--- src/rtl/lsu_dmem_ctrl.sv ---
// Load/store controller driving a word-indexed, combinationally-read data memory.
// Sub-word stores use read-modify-write; sub-word loads are sign/zero-extended.
module lsu_dmem_ctrl #(
  parameter int ADDR_W = 8
) (
  input  logic        clk,
  input  logic        rst_n,
  input  logic        lsu_req,
  input  logic        lsu_we,
  input  logic [1:0]  lsu_size,
  input  logic        lsu_unsigned,
  input  logic [31:0] lsu_addr,
  input  logic [31:0] lsu_wdata,
  output logic        lsu_busy,
  output logic        lsu_done,
  output logic [31:0] lsu_rdata,
  output logic        lsu_misalign,
  output logic [31:0] DMEM_address,
  output logic [31:0] DMEM_data_in,
  output logic        DMEM_mem_write,
  output logic        DMEM_mem_read,
  input  logic [31:0] DMEM_data_out
);

  typedef enum logic [1:0] {S_IDLE, S_READ, S_WRITE, S_DONE} state_t;

  state_t      state_q, state_d;
  logic        we_q, we_d;
  logic [1:0]  size_q, size_d;
  logic        uns_q, uns_d;
  logic [1:0]  lane_q, lane_d;
  logic [15:0] wdata_q, wdata_d;
  logic        mis_q, mis_d;
  logic [31:0] rdata_q, rdata_d;
  logic [31:0] addr_q, addr_d;
  logic [31:0] wr_word_q, wr_word_d;
  logic        wr_q, wr_d;
  logic        rd_q, rd_d;

  logic        req_mis;
  logic [31:0] rd_shift;
  logic [31:0] load_ext;
  logic [31:0] merged;
  logic        addr_hi_unused;

  // Upper byte-address bits alias onto the same words.
  assign addr_hi_unused = ^lsu_addr[31:ADDR_W+2];

  assign req_mis = (lsu_size == 2'b11)
                 | ((lsu_size == 2'b01) & lsu_addr[0])
                 | ((lsu_size == 2'b10) & (lsu_addr[1:0] != 2'b00));

  always_ff @(posedge clk) begin
    if (!rst_n) begin
      state_q   <= S_IDLE;
      we_q      <= 1'b0;
      size_q    <= 2'b00;
      uns_q     <= 1'b0;
      lane_q    <= 2'b00;
      wdata_q   <= 16'h0;
      mis_q     <= 1'b0;
      rdata_q   <= 32'h0;
      addr_q    <= 32'h0;
      wr_word_q <= 32'h0;
      wr_q      <= 1'b0;
      rd_q      <= 1'b0;
    end else begin
      state_q   <= state_d;
      we_q      <= we_d;
      size_q    <= size_d;
      uns_q     <= uns_d;
      lane_q    <= lane_d;
      wdata_q   <= wdata_d;
      mis_q     <= mis_d;
      rdata_q   <= rdata_d;
      addr_q    <= addr_d;
      wr_word_q <= wr_word_d;
      wr_q      <= wr_d;
      rd_q      <= rd_d;
    end
  end

  always_comb begin
    state_d = state_q;
    case (state_q)
      S_IDLE: begin
        if (lsu_req) begin
          if (req_mis)                           state_d = S_DONE;
          else if (!lsu_we || lsu_size != 2'b10) state_d = S_READ;
          else                                   state_d = S_WRITE;
        end
      end
      S_READ:  state_d = we_q ? S_WRITE : S_DONE;
      S_WRITE: state_d = S_DONE;
      S_DONE:  state_d = S_IDLE;
      default: state_d = S_IDLE;
    endcase
  end

  // Lane extraction for loads and lane merge for sub-word stores, both from live read data.
  always_comb begin
    rd_shift = DMEM_data_out >> {lane_q, 3'b000};
    case (size_q)
      2'b00:   load_ext = {{24{~uns_q & rd_shift[7]}}, rd_shift[7:0]};
      2'b01:   load_ext = {{16{~uns_q & rd_shift[15]}}, rd_shift[15:0]};
      default: load_ext = DMEM_data_out;
    endcase
    merged = DMEM_data_out;
    if (size_q == 2'b00) merged[{lane_q, 3'b000} +: 8]  = wdata_q[7:0];
    else                 merged[{lane_q[1], 4'b0000} +: 16] = wdata_q;
  end

  always_comb begin
    we_d      = we_q;
    size_d    = size_q;
    uns_d     = uns_q;
    lane_d    = lane_q;
    wdata_d   = wdata_q;
    mis_d     = mis_q;
    rdata_d   = rdata_q;
    addr_d    = addr_q;
    wr_word_d = wr_word_q;
    rd_d      = (state_d == S_READ);
    wr_d      = (state_d == S_WRITE);
    case (state_q)
      S_IDLE: begin
        if (lsu_req) begin
          we_d    = lsu_we;
          size_d  = lsu_size;
          uns_d   = lsu_unsigned;
          lane_d  = lsu_addr[1:0];
          wdata_d = lsu_wdata[15:0];
          mis_d   = req_mis;
          if (!req_mis) begin
            addr_d    = {{(32-ADDR_W){1'b0}}, lsu_addr[ADDR_W+1:2]};
            wr_word_d = lsu_wdata;
          end
        end
      end
      S_READ: begin
        if (we_q) wr_word_d = merged;
        else      rdata_d   = load_ext;
      end
      default: ;
    endcase
  end

  assign lsu_busy       = (state_q != S_IDLE);
  assign lsu_done       = (state_q == S_DONE);
  assign lsu_misalign   = (state_q == S_DONE) & mis_q;
  assign lsu_rdata      = rdata_q;
  assign DMEM_address   = addr_q;
  assign DMEM_data_in   = wr_word_q;
  assign DMEM_mem_write = wr_q;
  assign DMEM_mem_read  = rd_q;

endmodule

--- config.mk ---
export PLATFORM = sky130hd
export DESIGN_NAME = lsu_dmem_ctrl
export DESIGN_NICKNAME = d
export VERILOG_FILES = /design/src/rtl/lsu_dmem_ctrl.sv
export SDC_FILE = /design/constraint.sdc
export NUM_CORES = 1
export LEC_CHECK = 0
export ABC_CLOCK_PERIOD_IN_PS = 2900
export BUFFER_PORTS_ARGS = -buffer_cell sky130_fd_sc_hd__clkbuf_2
export CORE_MARGIN = 3
export CORE_UTILIZATION = 33
export CTS_BUF_LIST = sky130_fd_sc_hd__clkbuf_4
export DETAILED_ROUTE_END_ITERATION = 8
export PLACE_DENSITY_LB_ADDON = 0.2
export SLEW_MARGIN = 30
export SYNTH_ARGS = -nofsm -noshare
export SYNTH_HDL_FRONTEND = slang
export SYNTH_SLANG_ARGS = --single-unit
export TNS_END_PERCENT = 5
--- constraint.sdc ---
create_clock -name clk -period 2.9 [get_ports clk]
set_clock_uncertainty 0.05 [all_clocks]
set_input_delay 0.29 -clock clk [delete_from_list [all_inputs] [get_ports clk]]
set_output_delay 0.29 -clock clk [all_outputs]
set_load 0.05 [all_outputs]
==> metrics.txt <==
Post-synth EDFFs=0; Fmax=0.427 GHz; Synth-to-Final Area Change=20.7%; outcome=complete, no violations; WL per Instance=~19 um; Synth Instances=722; critical path arrival=2650 ps; Die W=around 140 um; residual DRC count=0; core area=0.0175 mm2; initial antenna violation count=2; total CTS buffers=9; Site Rows=48; Post-Syn Area=roughly 0.0060 mm2; clock insertion delay at the later pin of the skew report=approximately 490 ps; Via density=~5.3; CTS clk-pin slew, worst paths=roughly 170 ps; Tcrit/Tclk final=0.807; final wirelength=between 20000 and 25000 um; Leak=0.00291 uW; Setup crit start kind=register; die height=roughly 140 um; Tmin final=about 2300 ps; Yosys reg bits=99; worst hold path class=primary input to register; unrepaired setup endpoints after global routing=false; most numerous cell in the Yosys netlist=nand2_1; endpoints failing hold=0; Final Max Slew Viols=0; number of distinct library cells after synthesis=roughly 50; H-tree levels=3; Post-synth ARST share=0; CP Max Fanout=40; fill count=roughly 1800; # setup viols final=0; register area share after synthesis=0.332; Ports=204; Max-Cap Viols=0; relative slew slack=0.413; final core occ=0.411; WP data required=between 3000 and 4000 ps; GRT Total Usage=0.200; VDD IR max=approximately 0.45 mV; pin count of the biggest net entering global routing=a little over 60; setup TNS=0 ps; crit path capture type=register; Final nets=approximately 980; YS warnings=0; leading area contributor after synthesis=dfxtp_1; RD Place Congestion=0.825; router iterations before antenna repair=5; worst-case clock buffer depth=2; vias after detailed routing=about 5800; Pwr per Cell Area=around 950 mW/mm2; post-route ant nets=0; # port buffers=around 160; share of layout cells above drive strength 1=0.237; vias in the first global route=approximately 5500; area of the die=0.0198 mm2; Synth Flop Type=dfxtp_1; clk sinks=99; top-area cell type share of the netlist area=0.332; synth cell count leaders=nand2_1, dfxtp_1, mux2i_1; first-pass GRT wire length=around 32000 um; CTS root buf=clkbuf_4; DRT iter0 DRCs=approximately 570; Congestion Overflow GR=0; CTS tree=yes; # Post-CTS Setup Buffers=0; DP HPWL=14500 um; largest cells by area after synthesis=dfxtp_1, mux2i_1, nand2_1, o2111ai_1, o221ai_1; CP Class=register to register; Starting Density=0.341; Worst-Margin Slew=between 800 and 900 ps; syn_area_per_cell=around 8.3 um2
[routing by layer]
metal | share of wire | GRT usage | wire length [um]
met2 | 0.44 | 0.304 | 8940
met5 | 0 | 0 | 0
met3 | 0.064 | 0.0397 | 1310
met1 | 0.47 | 0.287 | 9630
met4 | 0.021 | 0.0581 | 418
[final timing paths]
check | from | to | slack (ps) | cells after the start
max | lane_q[1] | lsu_rdata[31] | 560 | 5
min | lsu_addr[0] | lane_q[0] | 20 | 3
max reg2reg | lane_q[1] | lsu_rdata[31] | 560 | 5
min reg2reg | DMEM_data_in[5] | DMEM_data_in[5] | 420 | 2
[area by class of cell]
class | instances | area, um2 | area share
antenna | 2 | 5.00 | 0.000694
tap | 225 | 282 | 0.0390
multi-input combinational | 520 | 3460 | 0.480
sequential | 99 | 1980 | 0.275
clock inverter | 7 | 73.8 | 0.0102
inverter | 31 | 116 | 0.0161
timing repair buffer | 204 | 1220 | 0.170
clock buffer | 9 | 67.6 | 0.00937
[what timing repair did]
action | CTS | global route
hold buffers | 28 | 0
endpoints found under the hold margin | 28 | 0
gates resized for setup | 0 | 0
setup endpoints to repair | 0 | 0
[cell usage in the layout, fill, tap and decap left out, drive strengths merged, types with 15 or more instances in the layout]
| cell type | n |
|---|---|
| conb | 24 |
| nand2 | 145 |
| o21ai | 33 |
| nor2 | 16 |
| dlygate4sd3 | 28 |
| a31oi | 17 |
| buf | 20 |
| o221ai | 24 |
| a21boi | 23 |
| nand3b | 15 |
| dfxtp | 99 |
| inv | 34 |
| mux2i | 72 |
| o2111ai | 32 |
| o211ai | 24 |
| clkbuf | 165 |
[registers in the layout (all words and copies together) (netlist names)]
register	cells
DMEM_address	8
DMEM_data_in	32
DMEM_mem_read	1
DMEM_mem_write	1
lane_q	2
lsu_rdata	32
mis_q	1
size_q	2
state_q	2
uns_q	1
wdata_q	16
we_q	1
[cells by family after synthesis]
kind of cell	after synthesis	synth area share
AOI/OAI and AO/OA	192	0.242
other	1	0.000627
muxes	76	0.130
buffers and inverters	126	0.105
adders and majority gates	10	0.0209
DFF	99	0.332
and+or+nand+nor	218	0.170
[worst max-delay path, cell delays in order, from the launching register on]
cell,delay (ps)
dfxtp_2,380
buf_4,350
buf_4,500
mux4_2,600
nand2_4,190
a31oi_1,110
[per-stage QoR]
stage	setup WS [ps]	cells	hold slack [ps]	area [um2]	power, uW
4_1_cts	577	1095	0.402	7210	6860
2_1_floorplan	660	745	385	6060	5120
6_report	560	1097	17.3	7210	6830
3_5_place_dp	613	1051	397	6790	6030
3_3_place_gp	627	1051	394	6790	6020
5_1_grt	409	1097	-5.04	7210	7280
[power breakdown]
group          internal, uW  switching [uW]
combinational          1130            2840
sequential             1780             284
clock                   269             521
total                  3180            3640
Note: power is estimated with default switching activity, not from simulation.
